<file path="config.mk">
export PLATFORM = sky130hd
export DESIGN_NAME = io_pad_func_ctrl
export DESIGN_NICKNAME = d
export VERILOG_FILES = /design/src/rtl/io_pkg.sv /design/src/rtl/io_pad_in_filter.sv /design/src/rtl/io_pad_func_ctrl.sv
export SDC_FILE = /design/constraint.sdc
export NUM_CORES = 1
export LEC_CHECK = 0
export ABC_AREA = 1
export BUFFER_PORTS_ARGS = -buffer_cell sky130_fd_sc_hd__buf_4
export CAP_MARGIN = 20
export CORE_MARGIN = 3
export CORE_UTILIZATION = 50
export CTS_BUF_LIST = sky130_fd_sc_hd__clkbuf_16
export CTS_CLUSTER_DIAMETER = 60
export DETAILED_ROUTE_END_ITERATION = 8
export PLACE_DENSITY = 0.74
export REMOVE_ABC_BUFFERS = 1
export SETUP_SLACK_MARGIN = 0.02
export SKIP_CTS_REPAIR_TIMING = 1
export SYNTH_ARGS = -nofsm -noshare
export SYNTH_HDL_FRONTEND = slang
export SYNTH_HIERARCHICAL = 1
export SYNTH_SLANG_ARGS = --single-unit
</file>
<file path="constraint.sdc">
create_clock -name clk_i -period 1.6 [get_ports clk_i]
set_input_delay 0.08 -clock clk_i [delete_from_list [all_inputs] [get_ports clk_i]]
set_output_delay 0.08 -clock clk_i [all_outputs]
set_load 0.05 [all_outputs]
</file>
<file path="src/rtl/io_pkg.sv">
// Shared types and defaults for the pad function controller.
package io_pkg;

    localparam int unsigned FUNC_GPIO    = 0;
    localparam int unsigned DEAD_CYC_DEF = 4;
    localparam int unsigned FILT_CYC_DEF = 8;

    typedef enum logic {
        ST_ACTIVE = 1'b0,
        ST_DRAIN  = 1'b1
    } pad_state_e;

endpackage

</file>
<file path="src/rtl/io_pad_in_filter.sv">
// Pad input conditioning: 2-flop synchronizer followed by an optional debounce filter.
module io_pad_in_filter
    import io_pkg::*;
#(
    parameter int unsigned FILT_CYC = FILT_CYC_DEF,
    localparam int unsigned CNT_W   = (FILT_CYC > 1) ? $clog2(FILT_CYC) : 1
) (
    input  logic clk_i,
    input  logic rst_i,
    input  logic pad_i,
    input  logic filt_i,
    output logic val_nxt_c
);

    logic             r_s1;
    logic             r_s2;
    logic             r_val;
    logic [CNT_W-1:0] r_cnt;
    logic [CNT_W-1:0] w_cnt_nxt;

    // Value changes only after FILT_CYC consecutive differing samples; bypass passes s straight through.
    always_comb begin
        val_nxt_c = r_val;
        w_cnt_nxt = '0;
        if (!filt_i) begin
            val_nxt_c = r_s2;
        end else if (r_s2 != r_val) begin
            if (r_cnt == CNT_W'(FILT_CYC - 1)) begin
                val_nxt_c = r_s2;
            end else begin
                w_cnt_nxt = r_cnt + CNT_W'(1);
            end
        end
    end

    always_ff @(posedge clk_i) begin
        if (rst_i) begin
            r_s1  <= 1'b0;
            r_s2  <= 1'b0;
            r_val <= 1'b0;
            r_cnt <= '0;
        end else begin
            r_s1  <= pad_i;
            r_s2  <= r_s1;
            r_val <= val_nxt_c;
            r_cnt <= w_cnt_nxt;
        end
    end

endmodule

</file>
<file path="src/rtl/io_pad_func_ctrl.sv">
// Per-pad function arbiter: selects one requester per pad, enforces a dead time on switches,
// and routes the conditioned pad input back to the active requester.
module io_pad_func_ctrl
    import io_pkg::*;
#(
    parameter int unsigned NUM_PAD  = 8,
    parameter int unsigned NUM_FUNC = 4,
    parameter int unsigned DEAD_CYC = DEAD_CYC_DEF,
    parameter int unsigned FILT_CYC = FILT_CYC_DEF,
    localparam int unsigned SEL_W   = $clog2(NUM_FUNC),
    localparam int unsigned IDX_W   = (NUM_PAD > 1) ? $clog2(NUM_PAD) : 1,
    localparam int unsigned DCNT_W  = (DEAD_CYC > 1) ? $clog2(DEAD_CYC) : 1
) (
    input  logic                        clk_i,
    input  logic                        rst_i,
    input  logic                        cfg_we_i,
    input  logic [IDX_W-1:0]            cfg_idx_i,
    input  logic [SEL_W-1:0]            cfg_sel_i,
    input  logic                        cfg_filt_i,
    input  logic [NUM_PAD*NUM_FUNC-1:0] func_out_i,
    input  logic [NUM_PAD*NUM_FUNC-1:0] func_oen_i,
    output logic [NUM_PAD*NUM_FUNC-1:0] func_in_o,
    output logic [NUM_PAD-1:0]          pad_c2p_o,
    output logic [NUM_PAD-1:0]          pad_c2p_en_o,
    input  logic [NUM_PAD-1:0]          pad_p2c_i,
    output logic [NUM_PAD*SEL_W-1:0]    sel_o,
    output logic [NUM_PAD-1:0]          busy_o
);

    for (genvar p = 0; p < NUM_PAD; p++) begin : g_pad
        logic [NUM_FUNC-1:0] w_out;
        logic [NUM_FUNC-1:0] w_oen;
        logic [NUM_FUNC-1:0] w_sel_oh;
        logic                w_wr;
        logic                w_val_nxt;
        logic                w_nactive;
        pad_state_e          r_state;
        pad_state_e          w_nstate;
        logic [SEL_W-1:0]    r_sel;
        logic [SEL_W-1:0]    w_nsel;
        logic [SEL_W-1:0]    r_pend;
        logic [SEL_W-1:0]    w_npend;
        logic [DCNT_W-1:0]   r_cnt;
        logic [DCNT_W-1:0]   w_ncnt;
        logic                r_filt;
        logic                w_nfilt;
        logic                r_c2p;
        logic                r_en;
        logic [NUM_FUNC-1:0] r_in;

        assign w_out = func_out_i[p*NUM_FUNC +: NUM_FUNC];
        assign w_oen = func_oen_i[p*NUM_FUNC +: NUM_FUNC];
        assign w_wr  = cfg_we_i && (cfg_idx_i == IDX_W'(p));

        // Next-state logic; a write during DRAIN always restarts the dead time.
        always_comb begin
            w_nstate = r_state;
            w_nsel   = r_sel;
            w_npend  = r_pend;
            w_ncnt   = r_cnt;
            w_nfilt  = r_filt;
            if (w_wr) begin
                w_nfilt = cfg_filt_i;
            end
            case (r_state)
                ST_ACTIVE: begin
                    if (w_wr && (cfg_sel_i != r_sel)) begin
                        w_nstate = ST_DRAIN;
                        w_npend  = cfg_sel_i;
                        w_ncnt   = DCNT_W'(DEAD_CYC - 1);
                    end
                end
                ST_DRAIN: begin
                    if (w_wr) begin
                        w_npend = cfg_sel_i;
                        w_ncnt  = DCNT_W'(DEAD_CYC - 1);
                    end else if (r_cnt == '0) begin
                        w_nstate = ST_ACTIVE;
                        w_nsel   = r_pend;
                    end else begin
                        w_ncnt = r_cnt - DCNT_W'(1);
                    end
                end
                default: begin
                    w_nstate = ST_ACTIVE;
                end
            endcase
        end

        assign w_nactive = (w_nstate == ST_ACTIVE);
        assign w_sel_oh  = NUM_FUNC'(1) << w_nsel;

        io_pad_in_filter #(
            .FILT_CYC (FILT_CYC)
        ) u_filt (
            .clk_i     (clk_i),
            .rst_i     (rst_i),
            .pad_i     (pad_p2c_i[p]),
            .filt_i    (r_filt),
            .val_nxt_c (w_val_nxt)
        );

        // Outputs are registered from next-state values so the enable drops the cycle after a write.
        always_ff @(posedge clk_i) begin
            if (rst_i) begin
                r_state <= ST_ACTIVE;
                r_sel   <= SEL_W'(FUNC_GPIO);
                r_pend  <= SEL_W'(FUNC_GPIO);
                r_cnt   <= '0;
                r_filt  <= 1'b0;
                r_c2p   <= 1'b0;
                r_en    <= 1'b0;
                r_in    <= '0;
            end else begin
                r_state <= w_nstate;
                r_sel   <= w_nsel;
                r_pend  <= w_npend;
                r_cnt   <= w_ncnt;
                r_filt  <= w_nfilt;
                r_c2p   <= w_out[w_nsel];
                r_en    <= w_oen[w_nsel] & w_nactive;
                r_in    <= w_nactive ? (w_sel_oh & {NUM_FUNC{w_val_nxt}}) : '0;
            end
        end

        assign pad_c2p_o[p]                    = r_c2p;
        assign pad_c2p_en_o[p]                 = r_en;
        assign func_in_o[p*NUM_FUNC +: NUM_FUNC] = r_in;
        assign sel_o[p*SEL_W +: SEL_W]         = r_sel;
        assign busy_o[p]                       = (r_state == ST_DRAIN);
    end

endmodule
</file>
==> flow_metrics.py, run 1 <==
metrics = {
    "die": {
        "ios": 153,
        "initial_core_util": 0.5176,
        "die_ar_sq_um": 16020,
        "die_x_microns": 126.6,
        "core_area_sq_um": 14040,
        "dieHeight_microns": 126.6,
        "number_of_rows_in_the_core_area": 43,
    },
    "cells_and_area": {
        "finalCoreUtilization": 0.6514,
        "n_antenna_cell": 0,
        "post_route_cells_drive_above_1_share": 0.2500,
        "final_cells": 1332,
        "final.fill_count": 1229,
        "design_area_sq_um": 9148,
        "final_nets": 1244,
        "area.growth.synth_to_final_pct": 25.86,
    },
    "pwr": {
        "p_per_area_nw_per_um2": 1031,
        "ir_drop_v": 0.0006914,
        "p_leak_nw": 4.512,
    },
    "global_routing": {
        "grt_use_total": 0.2063,
        "grt_pass1_wl_mm": 27.02,
        "first_global_vias": 5960,
        "grt_antenna_before_repair": 0,
        "grt_start_max_net_pins": 65,
        "grt_remaining_overflow": 0,
    },
    "logic_synthesis": {
        "yosysMostFrequentCell": "sky130_fd_sc_hd__nand2_1",
        "ys.warnings.count": 6,
        "proportion_of_netlist_area_held_by_the_largest_area_contributor": 0.4407,
        "synth.avg_cell_area_sq_um": 7.349,
        "synth_edf_count": 0,
        "synth_seq_cells": 160,
        "synth-seq-area-share": 0.4407,
        "syn_inst": 989,
        "synthTopCellsByCount": "sky130_fd_sc_hd__nand2_1, sky130_fd_sc_hd__dfxtp_1, sky130_fd_sc_hd__inv_1, sky130_fd_sc_hd__nor2_1, sky130_fd_sc_hd__nand3_1",
        "netlist_top_cells_area": "sky130_fd_sc_hd__dfxtp_1, sky130_fd_sc_hd__nand2_1, sky130_fd_sc_hd__inv_1, sky130_fd_sc_hd__nand3_1, sky130_fd_sc_hd__nor2_1",
        "synth_ff_type": "sky130_fd_sc_hd__dfxtp_1",
        "yosys.area.top_type": "sky130_fd_sc_hd__dfxtp_1",
        "mappedNetlistArea_sq_um": 7268,
        "netlist-cell-type-count": 23,
        "postSynth.asyncResetShare": 0,
    },
    "critical_path": {
        "critical-path-max-stage-delay_ps": 300,
        "worst-endpoint-arrival_ps": 1780,
        "timing.rr.start": "g_pad[7].r_cnt[0]",
        "cp_data_required_time_ps": 1940,
        "flop2flop_setup_slack_ps": 160,
        "reg2reg_depth": 6,
        "critPathLaunchType": "register",
        "crit_path_top_delay_cell": "sky130_fd_sc_hd__dfxtp_1",
        "worstSetupEndpointType": "register",
        "timing.critical_path.fanout_max": 6,
        "critical_path_class": "reg -> reg",
        "series_of_cell_instances_along_the_critical_path": "inv_1 -> ha_1 -> nand3_2 -> o21ai_2 -> inv_2 -> nor3_1",
        "critical_path.reg2reg.endpoint": "g_pad[7].r_in[0]",
    },
    "clock_network": {
        "clock_insertion_delay_worst_skew_ps": 430,
        "cts_tree": "built",
        "htree_levels": 4,
        "cts_inserted_buffers": 17,
        "clock_edge_transition_at_the_registers_on_the_reported_setup_and_hold_paths_ps": 60,
        "clock-root-buffer": "sky130_fd_sc_hd__clkbuf_16",
        "ctsLongestPathBuffers": 2,
        "clock_sink_count": 160,
    },
    "place": {
        "placedCellCount": 1289,
        "dp_hpwl_mm": 11.91,
        "placed_cell_area_sq_um": 8429,
        "buffer_ports.inserted": 152,
        "globalplace.congestion": 0.8210,
    },
    "drt": {
        "route.detailed.vias_per_inst": 4.787,
        "vias": 6376,
        "remaining_design_rule_violation_count": 0,
        "postRouteAntennaNets": 0,
        "drt_wl_total_mm": 16.36,
        "post_drt_wl_per_cell_microns": 12.28,
        "dr.first_iter.drc_count": 354,
        "drtPass1Iterations": 5,
    },
    "sta": {
        "report.final.setup_viol": 0,
        "holdWs_ps": -2.402,
        "tightest_slew_ps": 372.7,
        "worst_slew_margin_rel": 0.7516,
        "timing.fmax_ghz": 0.6932,
        "timing.clock.skew_ps": 6.337,
        "tns_ps": 0,
        "rsz0062_at_grt": "true",
        "hold_viol": 1,
        "final.period_utilization": 0.9016,
        "final-max-slew-violation-count": 0,
        "time_the_worst_path_needs_with_i_o_delays_and_setup_ps": 1443,
    },
    "outcome": {
        "failing_checks": "hold timing",
        "status": "finished, violations left",
    },
    "worst_hold_path": {
        "hold_path.startpoint": "func_out_i[26]",
        "hold-path-cell-count": 5,
        "worstHoldPathType": "in -> reg",
        "hold-path-endpoint": "g_pad[6].r_c2p",
    },
    "job": {
        "maxCapViolations": 0,
    },
}
==> per-layer routing <==
layer	share of wire	track usage	vias to the layer above
li1	-	-	3374
met1	0.45	0.2642	2816
met2	0.47	0.3412	156
met3	0.058	0.04926	30
met4	0.018	0.07319	0
met5	0	0	-
==> state kept, by name (all words and copies together) (netlist names) <==
| signal | flops |
|---|---|
| g_pad.r_en | 8 |
| g_pad.u_filt/r_cnt | 24 |
| g_pad.u_filt/r_val | 8 |
| g_pad.r_pend | 16 |
| g_pad.r_cnt | 16 |
| g_pad.r_sel | 16 |
| g_pad.r_state | 8 |
| g_pad.u_filt/r_s1 | 8 |
| g_pad.u_filt/r_s2 | 8 |
| g_pad.r_filt | 8 |
| g_pad.r_c2p | 8 |
| g_pad.r_in | 32 |
==> layout by cell type (no fill, tap or decap), drive strengths merged <==
master / netlist / final
clkinvlp: 0 / 4
ha: 24 / 24
nand3: 94 / 94
clkbuf: 8 / 17
nand4: 11 / 11
nor2: 107 / 107
dlygate4sd3: 0 / 8
nand2: 266 / 266
o22ai: 14 / 14
o21ai: 28 / 28
clkinv: 0 / 6
nor3: 32 / 32
dfxtp: 160 / 160
inv: 169 / 173
xnor2: 16 / 16
buf: 28 / 159
bufinv: 0 / 1
a21oi: 32 / 32
==> critical path: cells and delay by family, from the launching register on <==
kind	cells	cell delay, ps
AO/OA/AOI/OAI	1	290
adder cells (fa/ha/maj)	1	220
buffers and inverters	2	170
flip-flops	1	300
AND/OR/NAND/NOR	2	370
==> how the worst max path moves through the flow <==
stage	cells past startpoint	slack, ps	end	start
floorplan	10	50	g_pad[0].r_en	g_pad[0].r_sel[0]
global placement	12	110	g_pad[0].r_en	g_pad[0].r_cnt[0]
detailed placement	6	130	g_pad[3].r_in[2]	g_pad[3].r_cnt[0]
CTS	12	110	g_pad[0].r_en	g_pad[0].r_cnt[0]
global route	9	-10	g_pad[4].r_in[3]	g_pad[4].u_filt/r_cnt[0]
finish	6	160	g_pad[7].r_in[0]	g_pad[7].r_cnt[0]
==> power by group <==
group          internal (mW)  switching, mW  leakage [nW]
combinational          0.513          0.887          2.94
clock                   2.15           1.65         0.266
sequential              4.14         0.0821          1.30
==> per-stage QoR <==
| stage | power (mW) | worst slack, ps |
|---|---|---|
| after floorplan | 5.186 | 52.20 |
| after global placement | 5.655 | 111.1 |
| after detailed placement | 5.675 | 134.2 |
| after CTS | 9.478 | 105.7 |
| after global routing | 9.839 | -12.31 |
| final | 9.427 | 157.4 |
==> area by class of cell <==
class | instances | area, sq um | area share
clock inverters | 15 | 136.4 | 0.01491
flip-flops and latches | 160 | 3203 | 0.3502
clock buffers | 17 | 425.4 | 0.04651
inverters | 169 | 634.4 | 0.06935
repair buffers | 167 | 1286 | 0.1406
well taps | 180 | 225.2 | 0.02462
multi-input cells | 624 | 3237 | 0.3539
==> cell families (layout without fill, tap and decap cells) <==
logic type / count (synthesis) / count (layout) / share of synthesized area
AND/OR/NAND/NOR: 510 / 510 / 0.3198
XOR/XNOR: 16 / 16 / 0.01928
buffers and inverters: 205 / 368 / 0.1214
flip-flops: 160 / 160 / 0.4407
adder cells (fa/ha/maj): 24 / 24 / 0.04132
AO/OA/AOI/OAI: 74 / 74 / 0.05750
No activity file was read; power rests on OpenSTA's default activity.
==> run 2: changes to the inputs <==
--- a/config.mk
+++ b/config.mk
@@ -9,11 +9,11 @@
 export BUFFER_PORTS_ARGS = -buffer_cell sky130_fd_sc_hd__buf_4
 export CAP_MARGIN = 20
 export CORE_MARGIN = 3
-export CORE_UTILIZATION = 50
+export CORE_UTILIZATION = 46
 export CTS_BUF_LIST = sky130_fd_sc_hd__clkbuf_16
 export CTS_CLUSTER_DIAMETER = 60
 export DETAILED_ROUTE_END_ITERATION = 8
-export PLACE_DENSITY = 0.74
+export PLACE_DENSITY = 0.69
 export REMOVE_ABC_BUFFERS = 1
 export SETUP_SLACK_MARGIN = 0.02
 export SKIP_CTS_REPAIR_TIMING = 1
==> run 2 against run 1 <==
Compared with the run above:
- the flow now finishes without violations
- clock power is 15% higher
- sequential cell count stayed put
- non-clock buffer count stayed put
- design area is 1.1% higher
- global-route usage is 1.7 points lower
- register-to-register slack hardly changed
- sequential power hardly changed
==> flow_metrics.py, run 2 (synthesis gave the netlist of run 1 again) <==
metrics = {
    "outcome": {
        "status": "complete, no violations",
    },
    "drt": {
        "post_drt_wl_per_cell_microns": 11.74,
        "vias": 6336,
        "drtPass1Iterations": 7,
        "remaining_design_rule_violation_count": 0,
        "drt_wl_total_mm": 16.00,
        "route.detailed.vias_per_inst": 4.649,
        "postRouteAntennaNets": 0,
        "dr.first_iter.drc_count": 325,
    },
    "critical_path": {
        "worst-endpoint-arrival_ps": 1760,
        "timing.critical_path.fanout_max": 4,
        "critPathLaunchType": "register",
        "critical_path_class": "reg -> reg",
        "cp_data_required_time_ps": 1920,
        "flop2flop_setup_slack_ps": 160,
        "worstSetupEndpointType": "register",
    },
    "cells_and_area": {
        "final.fill_count": 1453,
        "layout_commonest_cell": "sky130_fd_sc_hd__nand2_1",
        "n_antenna_cell": 0,
        "top_register": "g_pad.r_in",
        "post_route_cells_drive_above_1_share": 0.2439,
        "final_nets": 1244,
        "largest_register_ffs": 32,
        "layout_common_cells": "sky130_fd_sc_hd__nand2_1, sky130_fd_sc_hd__dfxtp_1, sky130_fd_sc_hd__buf_4, sky130_fd_sc_hd__inv_1, sky130_fd_sc_hd__nor2_1",
        "finalCoreUtilization": 0.6037,
        "seqCellArea_sq_um": 3203,
        "area.growth.synth_to_final_pct": 27.20,
        "design_area_sq_um": 9245,
        "top_regs": "g_pad.r_in: 32 flops, g_pad.u_filt/r_cnt: 24 flops",
        "multi_input_comb_area_sq_um": 3203,
        "final_cells": 1363,
    },
    "pwr": {
        "p_per_area_nw_per_um2": 1081,
        "p_leak_nw": 4.555,
        "totalPowerFinal_mw": 9.992,
        "ir_drop_v": 0.0007204,
    },
    "place": {
        "placed_cell_area_sq_um": 8466,
        "dp_hpwl_mm": 11.58,
        "globalplace.congestion": 0.8398,
        "preCtsSetupSlack_ps": 129.0,
        "buffer_ports.inserted": 152,
        "placedCellCount": 1318,
    },
    "sta": {
        "report.final.setup_viol": 0,
        "rsz0062_at_grt": "true",
        "time_the_worst_path_needs_with_i_o_delays_and_setup_ps": 1439,
        "timing.clock.skew_ps": 8.117,
        "holdWs_ps": 2.543,
        "worst_slew_margin_rel": 0.7500,
        "final-max-slew-violation-count": 0,
        "worst_slack_ps": 161.5,
        "tns_ps": 0,
        "timing.fmax_ghz": 0.6952,
        "final.period_utilization": 0.8991,
        "tightest_slew_ps": 375.1,
        "hold_viol": 0,
    },
    "die": {
        "initial_core_util": 0.4746,
        "die_x_microns": 131.7,
        "die_ar_sq_um": 17340,
        "ios": 153,
        "core_area_sq_um": 15310,
        "number_of_rows_in_the_core_area": 45,
        "dieHeight_microns": 131.7,
    },
    "clock_network": {
        "clock_sink_count": 160,
        "htree_levels": 4,
        "clock_edge_transition_at_the_registers_on_the_reported_setup_and_hold_paths_ps": 60,
        "cts_inserted_buffers": 17,
        "ctsLongestPathBuffers": 2,
        "clock_insertion_delay_worst_skew_ps": 430,
        "clock-root-buffer": "sky130_fd_sc_hd__clkbuf_16",
        "cts_tree": "built",
    },
    "job": {
        "maxCapViolations": 0,
    },
    "global_routing": {
        "grt_start_max_net_pins": 65,
        "grt_antenna_before_repair": 0,
        "first_global_vias": 6056,
        "grt_pass1_wl_mm": 27.45,
        "grt_use_total": 0.1898,
        "grt_remaining_overflow": 0,
    },
    "worst_hold_path": {
        "worstHoldPathType": "in -> reg",
    },
}
[run 2: changes by cell type in the layout (fill, tap and decap cells not counted), moves of 2 or more]
| cell | before | now |
|---|---|---|
| sky130_fd_sc_hd__nor3_2 | 3 | 0 |
| sky130_fd_sc_hd__bufinv_16 | 1 | 5 |
| sky130_fd_sc_hd__clkinv_4 | 3 | 0 |
| sky130_fd_sc_hd__inv_6 | 4 | 2 |
| sky130_fd_sc_hd__nor3_1 | 29 | 32 |
[run 2: worst paths after layout]
| path | from | end | cells after the start |
|---|---|---|---|
| setup / recovery | g_pad[3].r_cnt[0] | g_pad[3].r_en | 8 |
| hold / removal | func_oen_i[3] | g_pad[0].r_en | 5 |
| setup reg to reg | g_pad[3].r_cnt[0] | g_pad[3].r_en | 8 |
| hold reg to reg | g_pad[4].u_filt/r_s1 | g_pad[4].u_filt/r_s2 | 2 |
[run 2: worst max-delay path, stage by stage (launching register included)]
cell and delay, ps:
sky130_fd_sc_hd__dfxtp_1 300, sky130_fd_sc_hd__inv_1 80, sky130_fd_sc_hd__ha_1 260, sky130_fd_sc_hd__nand4_1 250, sky130_fd_sc_hd__buf_4 220, sky130_fd_sc_hd__nand3_1 70
sky130_fd_sc_hd__nand2_1 50, sky130_fd_sc_hd__nand2_1 50, sky130_fd_sc_hd__a21oi_1 60
[run 2: final cells by class]
class / count / share of cell area
Sequential cell: 160 / 0.3465
Multi-Input combinational cell: 624 / 0.3465
Timing Repair Buffer: 167 / 0.1405
Inverter: 169 / 0.06862
Clock buffer: 17 / 0.04601
Tap cell: 211 / 0.02856
Clock inverter: 15 / 0.02341
[run 2: layer usage]
layer | vias to the layer above | share of wire | global-route usage
met5 | - | 0 | 0
met1 | 2790 | 0.48 | 0.2517
met4 | 0 | 0.015 | 0.06359
met3 | 16 | 0.056 | 0.05475
li1 | 3378 | - | -
met2 | 152 | 0.45 | 0.2986
[run 2: power breakdown]
| part | internal, mW | switching (mW) |
|---|---|---|
| logic | 0.511 | 0.874 |
| clock network | 2.76 | 1.62 |
| registers | 4.14 | 0.0811 |
| total | 7.42 | 2.58 |
==> run 3: changes to the inputs <==
--- a/config.mk
+++ b/config.mk
@@ -6,7 +6,7 @@
 export NUM_CORES = 1
 export LEC_CHECK = 0
 export ABC_AREA = 1
-export BUFFER_PORTS_ARGS = -buffer_cell sky130_fd_sc_hd__buf_4
+export BUFFER_PORTS_ARGS = -buffer_cell sky130_fd_sc_hd__buf_2
 export CAP_MARGIN = 20
 export CORE_MARGIN = 3
 export CORE_UTILIZATION = 46
==> run 3 against run 2 <==
Compared with the run above:
- the run now ends with hold timing left
- largest cell class unchanged
- worst hold slack got worse by 7.1 ps
- critical path type unchanged
- largest power group unchanged
- sequential power is essentially flat
- count of clock-buffer cells in the layout unchanged
==> flow_metrics.py, run 3 (synthesis gave the netlist of run 1 again) <==
metrics = {
    "drt": {
        "wl_met3_microns": 862,
        "maxUsedRoutingLayer": "met4",
        "vias": 6379,
        "wl_met2_mm": 7.300,
        "remaining_design_rule_violation_count": 0,
        "postRouteAntennaNets": 0,
        "drtPass1Iterations": 5,
        "post_drt_wl_per_cell_microns": 11.80,
        "dr.first_iter.drc_count": 325,
        "drt_wl_total_mm": 16.11,
        "route.layer.met1.wl_mm": 7.702,
        "route.detailed.vias_per_inst": 4.673,
    },
    "clock_network": {
        "cts_tree": "built",
        "ctsLongestPathBuffers": 2,
        "clock_sink_count": 160,
        "clock_insertion_delay_worst_skew_ps": 420,
        "clock_edge_transition_at_the_registers_on_the_reported_setup_and_hold_paths_ps": 60,
        "clock-root-buffer": "sky130_fd_sc_hd__clkbuf_16",
        "htree_levels": 4,
        "cts_inserted_buffers": 17,
    },
    "critical_path": {
        "critPathMostFrequentCell": "sky130_fd_sc_hd__nand2_1",
        "worstSetupEndpointType": "register",
        "timing.rr.start": "g_pad[0].r_cnt[0]",
        "critPathLaunchType": "register",
        "worst-endpoint-arrival_ps": 1770,
        "critical_path_class": "reg -> reg",
        "crit_path_start": "g_pad[0].r_cnt[0]",
        "critical_path.reg2reg.endpoint": "g_pad[0].r_en",
        "critical-path-max-stage-delay_ps": 300,
        "series_of_cell_instances_along_the_critical_path": "inv_1 -> ha_2 -> inv_1 -> nand2_1 -> nand2_1 -> nand2_1 -> nand3_4 -> nand2_4 -> nand2_1 -> nand2_1 -> nand2_1 -> a21oi_1",
        "timing.critical_path.fanout_max": 5,
        "flop2flop_setup_slack_ps": 180,
        "reg2reg_depth": 12,
        "cp_data_required_time_ps": 1940,
        "crit_path_top_delay_cell": "sky130_fd_sc_hd__dfxtp_1",
    },
    "place": {
        "globalplace.congestion": 0.8623,
        "preCtsSetupSlack_ps": 130.8,
        "dp_hpwl_mm": 11.62,
        "buffer_ports.inserted": 152,
    },
    "global_routing": {
        "first_global_vias": 5895,
        "grt_remaining_overflow": 0,
        "grt_pass1_wl_mm": 26.83,
        "grt_start_max_net_pins": 65,
        "grt_antenna_before_repair": 0,
        "grt_use_total": 0.1866,
    },
    "cells_and_area": {
        "n_antenna_cell": 0,
        "post_route_cells_drive_above_1_share": 0.2418,
        "layout_common_cells": "sky130_fd_sc_hd__nand2_1, sky130_fd_sc_hd__dfxtp_1, sky130_fd_sc_hd__buf_2, sky130_fd_sc_hd__inv_1, sky130_fd_sc_hd__nor2_1",
        "top_regs": "g_pad.r_in: 32 flops, g_pad.u_filt/r_cnt: 24 flops",
        "final_nets": 1247,
        "final.fill_count": 1485,
        "top_register": "g_pad.r_in",
        "layout_commonest_cell": "sky130_fd_sc_hd__nand2_1",
        "area.growth.synth_to_final_pct": 23.00,
        "largest_register_ffs": 32,
        "finalCoreUtilization": 0.5837,
    },
    "pwr": {
        "net-switching-power_mw": 2.492,
        "ir_drop_v": 0.0007802,
        "p_leak_nw": 4.538,
        "p_per_area_nw_per_um2": 1148,
        "netSwitchingFraction": 0.2427,
        "clkPwrFrac": 0.462,
        "power.internal_mw": 7.775,
        "comb_power_share": 0.126,
        "totalPowerFinal_mw": 10.27,
        "sequentialPowerShare": 0.411,
    },
    "sta": {
        "final-max-slew-violation-count": 0,
        "worst_slack_ps": 178.4,
        "timing.clock.skew_ps": 6.501,
        "timing.fmax_ghz": 0.7034,
        "holdWs_ps": -4.510,
        "report.final.setup_viol": 0,
        "hold_viol": 2,
        "time_the_worst_path_needs_with_i_o_delays_and_setup_ps": 1422,
        "worst_slew_margin_rel": 0.7227,
        "tightest_slew_ps": 415.9,
        "final.period_utilization": 0.8885,
        "rsz0062_at_grt": "true",
    },
    "worst_hold_path": {
        "hold_path.startpoint": "func_out_i[18]",
        "worstHoldPathType": "in -> reg",
        "hold-path-endpoint": "g_pad[4].r_c2p",
        "hold-path-cell-count": 5,
    },
    "outcome": {
        "failing_checks": "hold timing",
        "status": "finished, violations left",
    },
    "die": {
        "dieHeight_microns": 131.7,
        "ios": 153,
        "core_area_sq_um": 15310,
        "number_of_rows_in_the_core_area": 45,
        "die_x_microns": 131.7,
        "die_ar_sq_um": 17340,
        "initial_core_util": 0.4746,
    },
    "job": {
        "maxCapViolations": 0,
    },
}
-- run 3: worst max-delay path by stage --
| stage | endpoint | slack [ps] | cells past startpoint |
|---|---|---|---|
| 4_1_cts | g_pad[0].r_en | 100 | 12 |
| 5_1_grt | g_pad[0].r_en | -8 | 12 |
| 6_report | g_pad[0].r_en | 180 | 12 |
| 3_3_place_gp | g_pad[5].r_in[0] | 140 | 9 |
| 3_5_place_dp | g_pad[0].r_en | 130 | 12 |
| 2_1_floorplan | g_pad[0].r_en | 50 | 10 |
-- run 3: through the flow --
step	instances	instance area, sq um	setup TNS [ps]
global placement	1325	8138	0
detailed placement	1325	8138	0
CTS	1356	8835	0
global route	1365	8940	-7.894
finish	1365	8940	0
floorplan	953	7020	0
-- run 3: cell type report --
| cell class | instances | area [sq um] | share of cell area |
|---|---|---|---|
| Sequential cell | 160 | 3203 | 0.3583 |
| Clock buffer | 17 | 425.4 | 0.04759 |
| Clock inverter | 14 | 271.5 | 0.03037 |
| Tap cell | 211 | 264.0 | 0.02953 |
| Multi-Input combinational cell | 624 | 3201 | 0.3580 |
| Timing Repair Buffer | 170 | 940.9 | 0.1052 |
| Inverter | 169 | 634.4 | 0.07096 |
-- run 3: per-layer routing --
layer	vias up	track usage
met1	2818	0.2459
met2	163	0.2966
met3	20	0.04862
li1	3378	-
met5	-	0
met4	0	0.06826
-- run 3: critical path: cells and delay by family, from the launching register on --
family / cells / cell delay (ps)
buffers and inverters: 2 / 130
AND/OR/NAND/NOR: 8 / 580
adder cells (fa/ha/maj): 1 / 220
AO/OA/AOI/OAI: 1 / 140
flip-flops: 1 / 300
-- run 3: power by group through the flow --
stage | combinational [mW] | sequential, mW | clock, mW
CTS | 1.28 | 4.22 | 4.84
detailed placement | 1.27 | 4.31 | 0
floorplan | 0.627 | 4.56 | 0
finish | 1.30 | 4.22 | 4.75
global placement | 1.26 | 4.31 | 0
global route | 1.45 | 4.24 | 5.01
